===== src/rtl/axi_lite_master.sv =====
// -----------------------------------------------------------------------------
// axi_lite_master
//   Command-driven AXI4-Lite master. A local requester pulses `transfer` while
//   `ready` is high; the master runs one AXI4-Lite read or write transaction
//   and reports completion with a one-cycle `done` strobe, the response code
//   on `resp` and, for reads, the returned data on `rdata`. One outstanding
//   transaction at a time. Every output comes straight from a flop.
//
//   Optional build macro:
//     AXIM_TIMEOUT_EN - abort a stalled transaction after TIMEOUT_CYCLES busy
//                       cycles with a local SLVERR (resp = 2'b10).
//
//   Ports
//     ACLK, ARESET        clock, asynchronous active-high reset
//     transfer/write/addr/wdata   command, sampled while ready = 1
//     ready, done, resp, rdata    requester status / results
//     AW*, W*, B*, AR*, R*        AXI4-Lite master channels
// -----------------------------------------------------------------------------
module axi_lite_master #(
  parameter int ADDR_W         = 4,
  parameter int DATA_W         = 32,
  parameter int TIMEOUT_CYCLES = 255
) (
  input  logic              ACLK,
  input  logic              ARESET,
  input  logic              transfer,
  input  logic              write,
  input  logic [ADDR_W-1:0] addr,
  input  logic [DATA_W-1:0] wdata,
  output logic              ready,
  output logic              done,
  output logic [1:0]        resp,
  output logic [DATA_W-1:0] rdata,
  output logic [ADDR_W-1:0] AWADDR,
  output logic              AWVALID,
  input  logic              AWREADY,
  output logic [DATA_W-1:0] WDATA,
  output logic              WVALID,
  input  logic              WREADY,
  input  logic [1:0]        BRESP,
  input  logic              BVALID,
  output logic              BREADY,
  output logic [ADDR_W-1:0] ARADDR,
  output logic              ARVALID,
  input  logic              ARREADY,
  input  logic [DATA_W-1:0] RDATA,
  input  logic              RVALID,
  output logic              RREADY,
  input  logic [1:0]        RRESP
);

  if (TIMEOUT_CYCLES < 1) begin : g_bad_timeout
    $error("TIMEOUT_CYCLES must be at least 1");
  end

  typedef enum logic [2:0] {
    IDLE,
    WR_AW_W,
    WR_B,
    RD_AR,
    RD_R
  } state_e;

  state_e              state_q,   state_d;
  logic [ADDR_W-1:0]   addr_q,    addr_d;
  logic [DATA_W-1:0]   wdata_q,   wdata_d;
  logic [DATA_W-1:0]   rdata_q,   rdata_d;
  logic [1:0]          resp_q,    resp_d;
  logic                ready_q,   ready_d;
  logic                done_q,    done_d;
  logic                awvalid_q, awvalid_d;
  logic                wvalid_q,  wvalid_d;
  logic                bready_q,  bready_d;
  logic                arvalid_q, arvalid_d;
  logic                rready_q,  rready_d;
  logic                aw_acc_q,  aw_acc_d;
  logic                w_acc_q,   w_acc_d;
  logic                aw_hs;
  logic                w_hs;

`ifdef AXIM_TIMEOUT_EN
  localparam int CNT_W = ($clog2(TIMEOUT_CYCLES + 1) > 8) ? $clog2(TIMEOUT_CYCLES + 1) : 8;
  // Last count value before the abort fires: after TIMEOUT_CYCLES busy cycles.
  localparam logic [CNT_W-1:0] TO_LAST = CNT_W'(TIMEOUT_CYCLES - 1);
  logic [CNT_W-1:0]    cnt_q, cnt_d;
`endif

  assign ready   = ready_q;
  assign done    = done_q;
  assign resp    = resp_q;
  assign rdata   = rdata_q;
  assign AWADDR  = addr_q;
  assign ARADDR  = addr_q;
  assign WDATA   = wdata_q;
  assign AWVALID = awvalid_q;
  assign WVALID  = wvalid_q;
  assign BREADY  = bready_q;
  assign ARVALID = arvalid_q;
  assign RREADY  = rready_q;

  assign aw_hs = awvalid_q & AWREADY;
  assign w_hs  = wvalid_q & WREADY;

  always_comb begin
    state_d   = state_q;
    addr_d    = addr_q;
    wdata_d   = wdata_q;
    rdata_d   = rdata_q;
    resp_d    = resp_q;
    ready_d   = ready_q;
    done_d    = 1'b0;
    awvalid_d = awvalid_q;
    wvalid_d  = wvalid_q;
    bready_d  = bready_q;
    arvalid_d = arvalid_q;
    rready_d  = rready_q;
    aw_acc_d  = aw_acc_q;
    w_acc_d   = w_acc_q;

    case (state_q)
      IDLE: begin
        if (transfer) begin
          addr_d  = addr;
          wdata_d = wdata;
          ready_d = 1'b0;
          if (write) begin
            state_d   = WR_AW_W;
            awvalid_d = 1'b1;
            wvalid_d  = 1'b1;
            aw_acc_d  = 1'b0;
            w_acc_d   = 1'b0;
          end else begin
            state_d   = RD_AR;
            arvalid_d = 1'b1;
          end
        end
      end

      WR_AW_W: begin
        if (aw_hs) begin
          awvalid_d = 1'b0;
          aw_acc_d  = 1'b1;
        end
        if (w_hs) begin
          wvalid_d = 1'b0;
          w_acc_d  = 1'b1;
        end
        // Either channel may finish first, or both in the same cycle.
        if ((aw_acc_q | aw_hs) & (w_acc_q | w_hs)) begin
          state_d  = WR_B;
          bready_d = 1'b1;
        end
      end

      WR_B: begin
        if (BVALID) begin
          resp_d   = BRESP;
          done_d   = 1'b1;
          ready_d  = 1'b1;
          bready_d = 1'b0;
          state_d  = IDLE;
        end
      end

      RD_AR: begin
        if (arvalid_q & ARREADY) begin
          arvalid_d = 1'b0;
          rready_d  = 1'b1;
          state_d   = RD_R;
        end
      end

      RD_R: begin
        if (RVALID) begin
          rdata_d  = RDATA;
          resp_d   = RRESP;
          done_d   = 1'b1;
          ready_d  = 1'b1;
          rready_d = 1'b0;
          state_d  = IDLE;
        end
      end

      default: begin
        state_d = IDLE;
        ready_d = 1'b1;
      end
    endcase

`ifdef AXIM_TIMEOUT_EN
    cnt_d = cnt_q;
    if (state_q == IDLE) begin
      if (transfer) begin
        cnt_d = '0;
      end
    end else begin
      cnt_d = cnt_q + CNT_W'(1);
      // A state-advancing handshake in the expiry cycle takes precedence.
      if ((cnt_q >= TO_LAST) && (state_d == state_q)) begin
        state_d   = IDLE;
        awvalid_d = 1'b0;
        wvalid_d  = 1'b0;
        bready_d  = 1'b0;
        arvalid_d = 1'b0;
        rready_d  = 1'b0;
        ready_d   = 1'b1;
        done_d    = 1'b1;
        resp_d    = 2'b10;
      end
    end
`endif
  end

  always_ff @(posedge ACLK or posedge ARESET) begin
    if (ARESET) begin
      state_q   <= IDLE;
      addr_q    <= '0;
      wdata_q   <= '0;
      rdata_q   <= '0;
      resp_q    <= '0;
      ready_q   <= 1'b1;
      done_q    <= 1'b0;
      awvalid_q <= 1'b0;
      wvalid_q  <= 1'b0;
      bready_q  <= 1'b0;
      arvalid_q <= 1'b0;
      rready_q  <= 1'b0;
      aw_acc_q  <= 1'b0;
      w_acc_q   <= 1'b0;
    end else begin
      state_q   <= state_d;
      addr_q    <= addr_d;
      wdata_q   <= wdata_d;
      rdata_q   <= rdata_d;
      resp_q    <= resp_d;
      ready_q   <= ready_d;
      done_q    <= done_d;
      awvalid_q <= awvalid_d;
      wvalid_q  <= wvalid_d;
      bready_q  <= bready_d;
      arvalid_q <= arvalid_d;
      rready_q  <= rready_d;
      aw_acc_q  <= aw_acc_d;
      w_acc_q   <= w_acc_d;
    end
  end

`ifdef AXIM_TIMEOUT_EN
  always_ff @(posedge ACLK or posedge ARESET) begin
    if (ARESET) begin
      cnt_q <= '0;
    end else begin
      cnt_q <= cnt_d;
    end
  end
`endif

endmodule


===== config.mk =====
export PLATFORM = sky130hd
export DESIGN_NAME = axi_lite_master
export DESIGN_NICKNAME = d
export VERILOG_FILES = /design/src/rtl/axi_lite_master.sv
export SDC_FILE = /design/constraint.sdc
export NUM_CORES = 1
export LEC_CHECK = 0
export CORE_UTILIZATION = 44
export CTS_CLUSTER_DIAMETER = 150
export DETAILED_ROUTE_END_ITERATION = 7
export PLACE_DENSITY_LB_ADDON = 0.05
export SLEW_MARGIN = 20
export SYNTH_ARGS = -nofsm -noshare
export SYNTH_HDL_FRONTEND = slang
export SYNTH_SLANG_ARGS = --single-unit

===== constraint.sdc =====
create_clock -name ACLK -period 4 [get_ports ACLK]
set_input_delay 0.6 -clock ACLK [delete_from_list [all_inputs] [get_ports ACLK]]
set_output_delay 0.6 -clock ACLK [all_outputs]
set_load 0.1 [all_outputs]

==> results_dict.tcl <==
set metrics [dict create \
    status "finished clean" \
    ys_types 31 \
    die_w_um 88.9 \
    cts.path.max_buffers 2 \
    report.final.setup_viol 0 \
    path_clk_slew_ns 0.08 \
    reg2regPathDepth 4 \
    antenna_found_initial 0 \
    cpLargestDelayFamily "buffers and inverters" \
    cap_violations 0 \
    r2r_start "state_q[0]" \
    grt_max_degree 41 \
    yosys_most_used_dff "dfrtp_1" \
    criticalPathCategory "register to primary output" \
    syn_inst 219 \
    async_flop_share 1.00 \
    antenna_cells 0 \
    wl_per_cell_um 15.1 \
    numPortBuffers 161 \
    layout-drive-gt1-share 0.156 \
    hold_path_class "register to register" \
    syn_to_final_growth_pct 55.3 \
    grt_pass1_wl_mm 11.2 \
    fmax_mhz 382 \
    ctsHoldBuffers 0 \
    dr.pass1.iters 4 \
    fp-row-count 31 \
    cts-root-buf "clkbuf_8" \
    routed_via_density 4.87 \
    cp-startpoint "ready" \
    initial_utilization 0.456 \
    hold_depth 1 \
    place_worst_setup_slack_ns 1.70 \
    grtUsageTotal 0.193 \
    min-delay-start "rdata[17]" \
    synth-edff-count 0 \
    syn_area_per_cell_sq_um 15.2 \
    ant_nets 0 \
    cts_resized 0 \
    critical_path_required_ns 3.40 \
    start_kind "register" \
    htree_num_levels 3 \
    finalSetupTns_ns 0 \
    rsz0062_at_grt "no" \
    ys_seq_area_frac 0.618 \
    ys_ff_latch 82 \
    maxSlewHeadroom 0.322 \
    grt_pass1_vias 2244 \
    setup_ws_ns 1.38 \
    clock_latency_ns 0.34 \
    globalplace.congestion 0.820 \
    numCtsBuffers 9 \
    cts_sinks 82 \
    cts_tree "built" \
    drv_slew 0 \
    via_count 2355 \
    syn-cell-area_sq_um 3320 \
    wl_mm 7.29 \
    hpwlAfterDp_mm 5.43 \
    dieArea_sq_um 7900 \
    fin_crit_ns 2.62 \
    yosys_warnings 0 \
    cp-end-kind "primary output" \
    cp_num_cells 1 \
    chipHeight_um 88.9 \
    crit_fanout 4 \
    report.final.hold_viol_count 0 \
    drt_iter0_drc 49 \
    worst_path_largest_cell_delay_ns 1.13 \
    worst_pin_slew_ns 1.01 \
    core_sq_um 7290 \
    synth_fp_nets 300 \
    grt-ovfl-total 0 \
    layout.nets 461 \
    period_share 0.655 \
    path_buf_inv 1 \
    crit_arrival_ns 2.02 \
    io_pins 162 \
    finClkSkew_ns 0.0109 \
    drc 0 \
    slowest_stage "clkdlybuf4s50_1" \
    n_fill_cell 545 \
    crit_chain "clkdlybuf4s50_1" \
    cts_setup_buffers 0 \
]
==> through the flow <==
stage | hold slack (ns) | util | instances | area (sq um)
final | 0.486 | 0.708 | 484 | 5160
after global routing | 0.506 | 0.708 | 484 | 5160
after CTS | 0.492 | 0.708 | 484 | 5160
after detailed placement | 0.474 | 0.678 | 468 | 4940
after global placement | 0.468 | 0.678 | 468 | 4940
after floorplan | 0.500 | - | 219 | 3320
==> sequential cells by signal, indices dropped and copies added (netlist names) <==
signal    cells
ARADDR        4
ARVALID       1
AWVALID       1
BREADY        1
RREADY        1
WDATA        32
WVALID        1
aw_acc_q      1
done          1
rdata        32
ready         1
resp          2
state_q       3
w_acc_q       1
==> cells in the final DEF (no fill, tap or decap), types with 4 or more instances in the layout <==
cell type        synthesis  final
mux2_2                  37     37
clkdlybuf4s50_1          0    161
buf_4                    5      4
mux2_1                  35     35
dfrtp_1                 81     81
a21oi_1                  9      9
nor2_1                   6      6
clkbuf_8                 0     10
==> layer usage <==
layer | GRT usage | wire length (um) | up-vias
met1 | 0.247 | 3100 | 1147
met5 | 0 | 0 | -
li1 | - | - | 1095
met3 | 0.0720 | 784 | 7
met4 | 0.0836 | 70 | 0
met2 | 0.294 | 3340 | 106
==> Yosys cell counts, types with 3 or more instances <==
master	instances	area, sq um
nor2_1	6	22.5
buf_12	3	60.1
inv_1	3	11.3
nand3b_1	3	22.5
nand2_1	3	11.3
buf_4	5	37.5
buf_6	4	45.0
dfrtp_1	81	2030
mux2_1	35	394
a31oi_1	3	18.8
mux2_2	37	417
nand2b_1	3	18.8
a21oi_1	9	45.0
nor2b_1	3	18.8
==> final cells by class <==
cell class                      instances  area [sq um]  area share
Sequential cell                        82          2050       0.398
Timing Repair Buffer                  165          1640       0.318
Clock inverter                          5          77.6      0.0150
Multi-Input combinational cell        119          1110       0.215
Clock buffer                           11           141      0.0274
Tap cell                               99           124      0.0240
Inverter                                3          12.5     0.00242
==> worst paths after layout <==
kind,slack [ns],endpoint
max in group asynchronous,2.53,ready
min,0.49,rdata[17]
max reg2reg,2.04,rdata[16]
max,1.38,ready
min in group asynchronous,0.67,rdata[7]
min reg2reg,0.49,rdata[17]
==> logic make-up after synthesis <==
kind of cell    Yosys count  synth area share
compound gates           20            0.0362
flops                    82             0.618
simple gates             27            0.0512
mux                      72             0.244
buf+inv                  18            0.0505
Power is not shown: default switching activity piles up to over one toggle a cycle in this logic, so the estimate is an artifact.
